**config.mk**
```make
export PLATFORM = sky130hd
export DESIGN_NAME = regfile_wr_arbiter_flat
export DESIGN_NICKNAME = d
export VERILOG_FILES = /design/src/rtl/regfile_wr_arbiter_if.sv /design/src/rtl/regfile_wr_arbiter.sv /design/src/flat_wrapper.sv
export SDC_FILE = /design/constraint.sdc
export NUM_CORES = 1
export LEC_CHECK = 0
export CORE_ASPECT_RATIO = 1.5
export CORE_MARGIN = 2
export CORE_UTILIZATION = 53
export DETAILED_ROUTE_END_ITERATION = 12
export GPL_ROUTABILITY_DRIVEN = 0
export PLACE_DENSITY = 0.88
export SLEW_MARGIN = 15
export SYNTH_ARGS = -nofsm -noshare
export SYNTH_HDL_FRONTEND = slang
export SYNTH_SLANG_ARGS = --single-unit
```
**constraint.sdc**
```tcl
create_clock -name clk -period 5.5 [get_ports clk]
set_input_delay 1.1 -clock clk [delete_from_list [all_inputs] [get_ports clk]]
set_output_delay 1.1 -clock clk [all_outputs]
set_load 0.02 [all_outputs]
```
**src/rtl/regfile_wr_arbiter_if.sv**
```systemverilog
// Write-port sharing bus for regfile_wr_arbiter.
// There are two requester channels (valid/ready/addr/data). The shared register-file
// write port is wr_en/wr_addr/wr_data. The pending mask and last_grant are status
// outputs for the read side.
// slave  : the arbiter (accepts requests, drives the write port and the status outputs)
// master : the environment (drives requests, observes the arbiter)
interface regfile_wr_arbiter_if #(
  parameter int AW = 5,
  parameter int DW = 32
);
  logic          req0_valid;
  logic          req0_ready;
  logic [AW-1:0] req0_addr;
  logic [DW-1:0] req0_data;
  logic          req1_valid;
  logic          req1_ready;
  logic [AW-1:0] req1_addr;
  logic [DW-1:0] req1_data;
  logic          wr_en;
  logic [AW-1:0] wr_addr;
  logic [DW-1:0] wr_data;
  logic [31:0]   pending;
  logic          last_grant;

  modport slave (
    input  req0_valid, req0_addr, req0_data,
    input  req1_valid, req1_addr, req1_data,
    output req0_ready, req1_ready,
    output wr_en, wr_addr, wr_data, pending, last_grant
  );

  modport master (
    output req0_valid, req0_addr, req0_data,
    output req1_valid, req1_addr, req1_data,
    input  req0_ready, req1_ready,
    input  wr_en, wr_addr, wr_data, pending, last_grant
  );
endinterface

```
**src/rtl/regfile_wr_arbiter.sv**
```systemverilog
// Shares the single file_reg write port between two writeback requesters.
// Requester 0 is the ALU result and requester 1 is the load result.
// Each requester owns a one-entry slot. Full slots are arbitrated round-robin,
// but writes to the same register go oldest first. The winner is registered onto
// the write port.
// Ports:
//   clk  - rising-edge clock
//   rst  - asynchronous active-low reset
//   bus  - slave side of regfile_wr_arbiter_if:
//          req0/req1 valid/ready/addr/data, wr_en/wr_addr/wr_data,
//          pending (per-register outstanding-write mask), last_grant
module regfile_wr_arbiter #(
  parameter int AW = 5,
  parameter int DW = 32
) (
  input  logic                  clk,
  input  logic                  rst,
  regfile_wr_arbiter_if.slave   bus
);

  logic          r_s0_full, r_s1_full;
  logic [AW-1:0] r_s0_addr, r_s1_addr;
  logic [DW-1:0] r_s0_data, r_s1_data;
  logic          r_s1_older;   // valid only while both slots are full
  logic          r_wr_en;
  logic [AW-1:0] r_wr_addr;
  logic [DW-1:0] r_wr_data;
  logic          r_last_grant;

  logic          w_grant0, w_grant1;
  logic          w_ready0, w_ready1;
  logic          w_fill0, w_fill1;
  logic          w_keep0, w_keep1;
  logic [31:0]   w_pending;

  always_comb begin
    w_grant0 = 1'b0;
    w_grant1 = 1'b0;
    if (r_s0_full && r_s1_full) begin
      if (r_s0_addr == r_s1_addr) begin
        // Same destination: the older write must land first.
        w_grant1 = r_s1_older;
        w_grant0 = ~r_s1_older;
      end else begin
        // Round-robin: the requester that did not win last time wins now.
        w_grant0 = r_last_grant;
        w_grant1 = ~r_last_grant;
      end
    end else begin
      w_grant0 = r_s0_full;
      w_grant1 = r_s1_full;
    end
  end

  assign w_ready0 = rst & (~r_s0_full | w_grant0);
  assign w_ready1 = rst & (~r_s1_full | w_grant1);

  // Writes to x0 complete the handshake but never occupy a slot.
  assign w_fill0  = bus.req0_valid & w_ready0 & (bus.req0_addr != '0);
  assign w_fill1  = bus.req1_valid & w_ready1 & (bus.req1_addr != '0);
  assign w_keep0  = r_s0_full & ~w_grant0;
  assign w_keep1  = r_s1_full & ~w_grant1;

  always_comb begin
    w_pending = '0;
    if (r_s0_full) w_pending = w_pending | (32'(1) << r_s0_addr);
    if (r_s1_full) w_pending = w_pending | (32'(1) << r_s1_addr);
    if (r_wr_en)   w_pending = w_pending | (32'(1) << r_wr_addr);
  end

  always_ff @(posedge clk or negedge rst) begin
    if (!rst) begin
      r_s0_full    <= 1'b0;
      r_s1_full    <= 1'b0;
      r_s0_addr    <= '0;
      r_s1_addr    <= '0;
      r_s0_data    <= '0;
      r_s1_data    <= '0;
      r_s1_older   <= 1'b0;
      r_wr_en      <= 1'b0;
      r_wr_addr    <= '0;
      r_wr_data    <= '0;
      r_last_grant <= 1'b1;
    end else begin
      r_s0_full <= w_fill0 | w_keep0;
      r_s1_full <= w_fill1 | w_keep1;
      if (w_fill0) begin
        r_s0_addr <= bus.req0_addr;
        r_s0_data <= bus.req0_data;
      end
      if (w_fill1) begin
        r_s1_addr <= bus.req1_addr;
        r_s1_data <= bus.req1_data;
      end
      // fill0 and keep1 are exclusive with fill1, so a simultaneous fill
      // of both slots falls to the second branch (slot 0 older).
      if (w_fill0 && w_keep1)
        r_s1_older <= 1'b1;
      else if (w_fill1)
        r_s1_older <= 1'b0;

      r_wr_en <= w_grant0 | w_grant1;
      if (w_grant0) begin
        r_wr_addr    <= r_s0_addr;
        r_wr_data    <= r_s0_data;
        r_last_grant <= 1'b0;
      end else if (w_grant1) begin
        r_wr_addr    <= r_s1_addr;
        r_wr_data    <= r_s1_data;
        r_last_grant <= 1'b1;
      end
    end
  end

  assign bus.req0_ready = w_ready0;
  assign bus.req1_ready = w_ready1;
  assign bus.wr_en      = r_wr_en;
  assign bus.wr_addr    = r_wr_addr;
  assign bus.wr_data    = r_wr_data;
  assign bus.pending    = w_pending;
  assign bus.last_grant = r_last_grant;

endmodule

```
**src/flat_wrapper.sv**
```systemverilog
// flat-port wrapper written by rule: the top's interface ports become plain ports
module regfile_wr_arbiter_flat 
#(
  parameter int AW = 5,
  parameter int DW = 32
)
  (clk, rst, bus_req0_valid, bus_req0_addr, bus_req0_data, bus_req1_valid, bus_req1_addr, bus_req1_data, bus_req0_ready, bus_req1_ready, bus_wr_en, bus_wr_addr, bus_wr_data, bus_pending, bus_last_grant);
  regfile_wr_arbiter_if #(.AW(AW), .DW(DW)) bus_i ();
  input  logic clk;
  input  logic rst;
  input wire logic [$bits(bus_i.req0_valid)-1:0] bus_req0_valid;
  input wire logic [$bits(bus_i.req0_addr)-1:0] bus_req0_addr;
  input wire logic [$bits(bus_i.req0_data)-1:0] bus_req0_data;
  input wire logic [$bits(bus_i.req1_valid)-1:0] bus_req1_valid;
  input wire logic [$bits(bus_i.req1_addr)-1:0] bus_req1_addr;
  input wire logic [$bits(bus_i.req1_data)-1:0] bus_req1_data;
  output wire logic [$bits(bus_i.req0_ready)-1:0] bus_req0_ready;
  output wire logic [$bits(bus_i.req1_ready)-1:0] bus_req1_ready;
  output wire logic [$bits(bus_i.wr_en)-1:0] bus_wr_en;
  output wire logic [$bits(bus_i.wr_addr)-1:0] bus_wr_addr;
  output wire logic [$bits(bus_i.wr_data)-1:0] bus_wr_data;
  output wire logic [$bits(bus_i.pending)-1:0] bus_pending;
  output wire logic [$bits(bus_i.last_grant)-1:0] bus_last_grant;
  assign bus_i.req0_valid = bus_req0_valid;
  assign bus_i.req0_addr = bus_req0_addr;
  assign bus_i.req0_data = bus_req0_data;
  assign bus_i.req1_valid = bus_req1_valid;
  assign bus_i.req1_addr = bus_req1_addr;
  assign bus_i.req1_data = bus_req1_data;
  assign bus_req0_ready = bus_i.req0_ready;
  assign bus_req1_ready = bus_i.req1_ready;
  assign bus_wr_en = bus_i.wr_en;
  assign bus_wr_addr = bus_i.wr_addr;
  assign bus_wr_data = bus_i.wr_data;
  assign bus_pending = bus_i.pending;
  assign bus_last_grant = bus_i.last_grant;
  regfile_wr_arbiter #(.AW(AW), .DW(DW)) u_core (.clk(clk), .rst(rst), .bus(bus_i));
endmodule
```
==> run summary <==
==================================================================================
R2r startpoint ...................................................... u_core.r_s0_addr[3]
Total of warnings raised by yosys ...................................            0
Cells traversed along the worst timing path ......................... xor2_1 > or3_4 > nor2_1 > o21ai_0 > and2_1 > clkdlybuf4s50_1
Portion of total power attributed to combinational logic ............        30.6%
Dominant cell by count in the synthesized netlist ...................      dfrtp_1
Asr flop ratio synth ................................................         100%
Category of the worst setup path launch point .......................     register
Fraction of power consumed by the clock network .....................        32.5%
Unrepaired setup endpoints after global routing .....................        false
Net switching power figure ..........................................      1.13 mW
Insertion delay of the later-clocked pin in the worst-skew pair .....      0.41 ns
Total Neg Setup Slack ...............................................         0 ns
Setup Fix Bufs, Post-CTS ............................................            0
Worst setup timing slack at the placement stage .....................      1.61 ns
Post-detail-place hpwl ..............................................     11400 µm
Highest-delay cell along the critical path ..........................      dfrtp_1
Flip-flop cell with the highest count after synthesis ...............      dfrtp_1
Worst Setup Slack, final ............................................      1.24 ns
VDD IR-drop max .....................................................     0.319 mV
Worst stage delay on the critical path ..............................      0.71 ns
Worst-case clock buffer depth .......................................            2
EDFF count, synth ...................................................            0
Number of fillers in the final layout ...............................          714
Leakage power total .................................................      3.36 nW
Hold depth ..........................................................            1
Count of final hold-check violations ................................            0
Final core area utilization .........................................        73.6%
FF-to-FF setup slack ................................................      2.12 ns
Remaining DRCs ......................................................            0
Die Outline Area ....................................................    11900 µm²
Top area cells in the synthesized netlist ........................... dfrtp_1 (49%), mux2_4 (12%), mux2i_1 (5.8%), mux2_2 (4.8%), nor2_1 (3.3%)
Die H ...............................................................       133 µm
Total internal power ................................................      2.36 mW
Global-route met2 utilization .......................................        48.5%
Power per Cell Area .................................................   434 nW/µm²
CTS H-tree depth ....................................................            4
Critical path arrival ...............................................      3.16 ns
WP data required ....................................................      4.40 ns
Number of placed cells counting well taps ...........................          781
Count of distinct cell types in the synthesized netlist .............           52
DIE WIDTH ...........................................................      89.9 µm
Headroom to the max-slew limit ......................................        31.1%
CTS tree ............................................................        built
# resized after CTS .................................................            0
Antenna Cells .......................................................            0
Area of combinational cells with multiple inputs ....................     2780 µm²
Max_cap viols .......................................................            0
Length of the first detailed-routing pass in iterations .............            6
Worst-case reg-to-reg path depth ....................................            6
Vias in the first global route ......................................         5046
Clock sink count ....................................................          116
Average wire length per cell after detail routing ...................      20.2 µm
CP Capture Type ..................................................... primary output
GRT Util Overall ....................................................        28.2%
Std-Cell Core Area ..................................................    10900 µm²
Total via count after detailed routing ..............................         4838
Least-Margin Pin Slew ...............................................      1.03 ns
Max-slew violation total from the final report ......................            0
Largest area contributor in the synthesized netlist .................      dfrtp_1
Maximum fanout encountered on the critical timing path ..............           13
Area taken by flip-flops and latches ................................     2910 µm²
Final setup violation count .........................................            0
Origin of the worst setup path ...................................... u_core.r_s0_addr[3]
Core Rows ...........................................................           47
Number of antenna-violating nets in the routed design ...............            0
Initial drt markers .................................................          406
Share of the clock period used by the worst path after layout .......        77.5%
Top Ports ...........................................................          151
Result of the run ................................................... finished clean
Fraction of met3 tracks used by global routing ......................        6.61%
Final critical path time including I/O delays and setup .............      4.26 ns
Net Count, Synth ....................................................          592
Class of the most critical setup path ............................... register to primary output
Worst clock skew ....................................................    0.0101 ns
Synth Cell Area .....................................................     5870 µm²
Fraction of the yosys area taken by sequential cells ................        49.5%
Initial core utilization ............................................        53.6%
Number of buffers inserted during clock tree synthesis ..............           17
Total of hold buffers inserted after clock tree synthesis ...........            0
Gr ovfl total .......................................................            0
Synthesized instance count ..........................................          514
Maximum number of pins on one net before global-route repair ........           57
Yosys top cell area share ...........................................        49.1%
Portion of total power attributed to sequential cells ...............        36.9%
Worst Setup EP ...................................................... bus_req0_ready
First-pass GRT wire length ..........................................     26500 µm
Fraction of power spent switching nets ..............................        32.3%
Initial antenna violation count .....................................            0
Ratio of cells with drive above 1 in the final layout ...............        17.9%
Most crowded layer after global routing .............................         met2
Capturing point of the worst reg2reg path ........................... u_core.r_s1_data[27]
Via density per instance ............................................         5.95
Net count reported at finish ........................................          731
Worst hold path type ................................................ register to register
Most numerous cell types in the synthesized netlist ................. dfrtp_1 (115), nor2_1 (52), mux2_4 (47)
Total routed wirelength .............................................     16400 µm
Seq cells post-synth ................................................          116
CTS clock-pin slew for the worst setup and hold paths ...............      0.06 ns
IO buf count ........................................................          150
Final Instance Count excl. Fillers ..................................          813
F_max ...............................................................      234 MHz
Signed area change from the synthesized netlist to the final layout .        37.2%
Average cell area after synthesis ...................................     11.4 µm²
Met1 Resource Use GR ................................................        32.9%
Root Buffer .........................................................    clkbuf_16
==================================================================================
[flip-flops by register name, indices dropped and copies added (netlist names)]
name,flops
u_core.r_s0_addr,5
u_core.r_s0_data,32
u_core.bus.last_grant,1
u_core.r_s1_addr,5
u_core.bus.wr_data,32
u_core.bus.wr_en,1
u_core.r_s0_full,1
u_core.bus.wr_addr,5
u_core.r_s1_older,1
u_core.r_s1_data,32
u_core.r_s1_full,1
[worst max-delay path, delay by kind of cell (launching register included)]
kind	cells	cell delay, ns
compound gates	1	0.24
xor+xnor	1	0.26
buf+inv	1	0.56
flops	1	0.71
simple gates	3	0.97
[area by class of cell]
| type | instances | share of cell area (%) |
|---|---|---|
| clock inverter | 9 | 1.55 |
| sequential | 116 | 36.1 |
| multi-input combinational | 355 | 34.6 |
| tap | 147 | 2.28 |
| timing repair buffer | 155 | 19.1 |
| inverter | 8 | 0.373 |
| clock buffer | 23 | 6.06 |
[kinds of logic (layout without fill, tap and decap cells)]
group                  after synthesis  in the layout  synth area share [%]
buffers and inverters               43            195                  3.75
XOR/XNOR                             5              5                 0.747
multiplexers                       106            106                  22.6
AO/OA/AOI/OAI                      114            114                  12.5
AND/OR/NAND/NOR                    130            130                  10.8
flip-flops                         116            116                  49.5
[per-layer routing]
layer / vias up / part of all wire, % / wire length, µm
li1: 2149 / - / -
met1: 2320 / 37 / 6090
met2: 295 / 52 / 8470
met3: 74 / 6.4 / 1040
met4: 0 / 4.9 / 808
met5: - / 0 / 0
[metrics by stage]
stage                     area, µm²  hold WS [ns]  power [mW]
after global placement         7430         0.490        2.29
after detailed placement       7430         0.493        2.34
after CTS                      8040         0.508        3.49
after global routing           8050         0.513        3.64
after floorplan                5870         0.480        1.86
final                          8050         0.504        3.49
[worst min-delay path by stage]
stage                         startpoint              endpoint
floorplan            u_core.r_s0_data[0]   u_core.r_s0_data[0]
global placement    u_core.r_s0_data[31]  u_core.r_s0_data[31]
detailed placement  u_core.r_s0_data[21]  u_core.r_s0_data[21]
CTS                  u_core.r_s1_data[2]   u_core.r_s1_data[2]
global route         u_core.r_s1_data[8]   u_core.r_s1_data[8]
finish               u_core.r_s1_data[2]   u_core.r_s1_data[2]
[power by group through the flow]
stage / Clock [mW] / Combinational, mW / Sequential [mW]
global placement: 0 / 1.02 / 1.27
global route: 1.19 / 1.14 / 1.31
finish: 1.14 / 1.07 / 1.29
floorplan: 0 / 0.533 / 1.32
CTS: 1.15 / 1.07 / 1.28
detailed placement: 0 / 1.06 / 1.28
[cells in the final DEF, fill, tap and decap left out, types with 8 or more instances in the layout]
cell type        count
a21oi_1             35
a22oi_1             20
a32oi_1              9
clkbuf_16           17
clkdlybuf4s50_1    149
dfrtp_1            114
inv_1                8
mux2_2              25
mux2_4              47
mux2i_1             34
nand2_1             31
nand3_1              8
nor2_1              52
o21ai_0             29
Note: power is estimated with default switching activity, not from simulation.
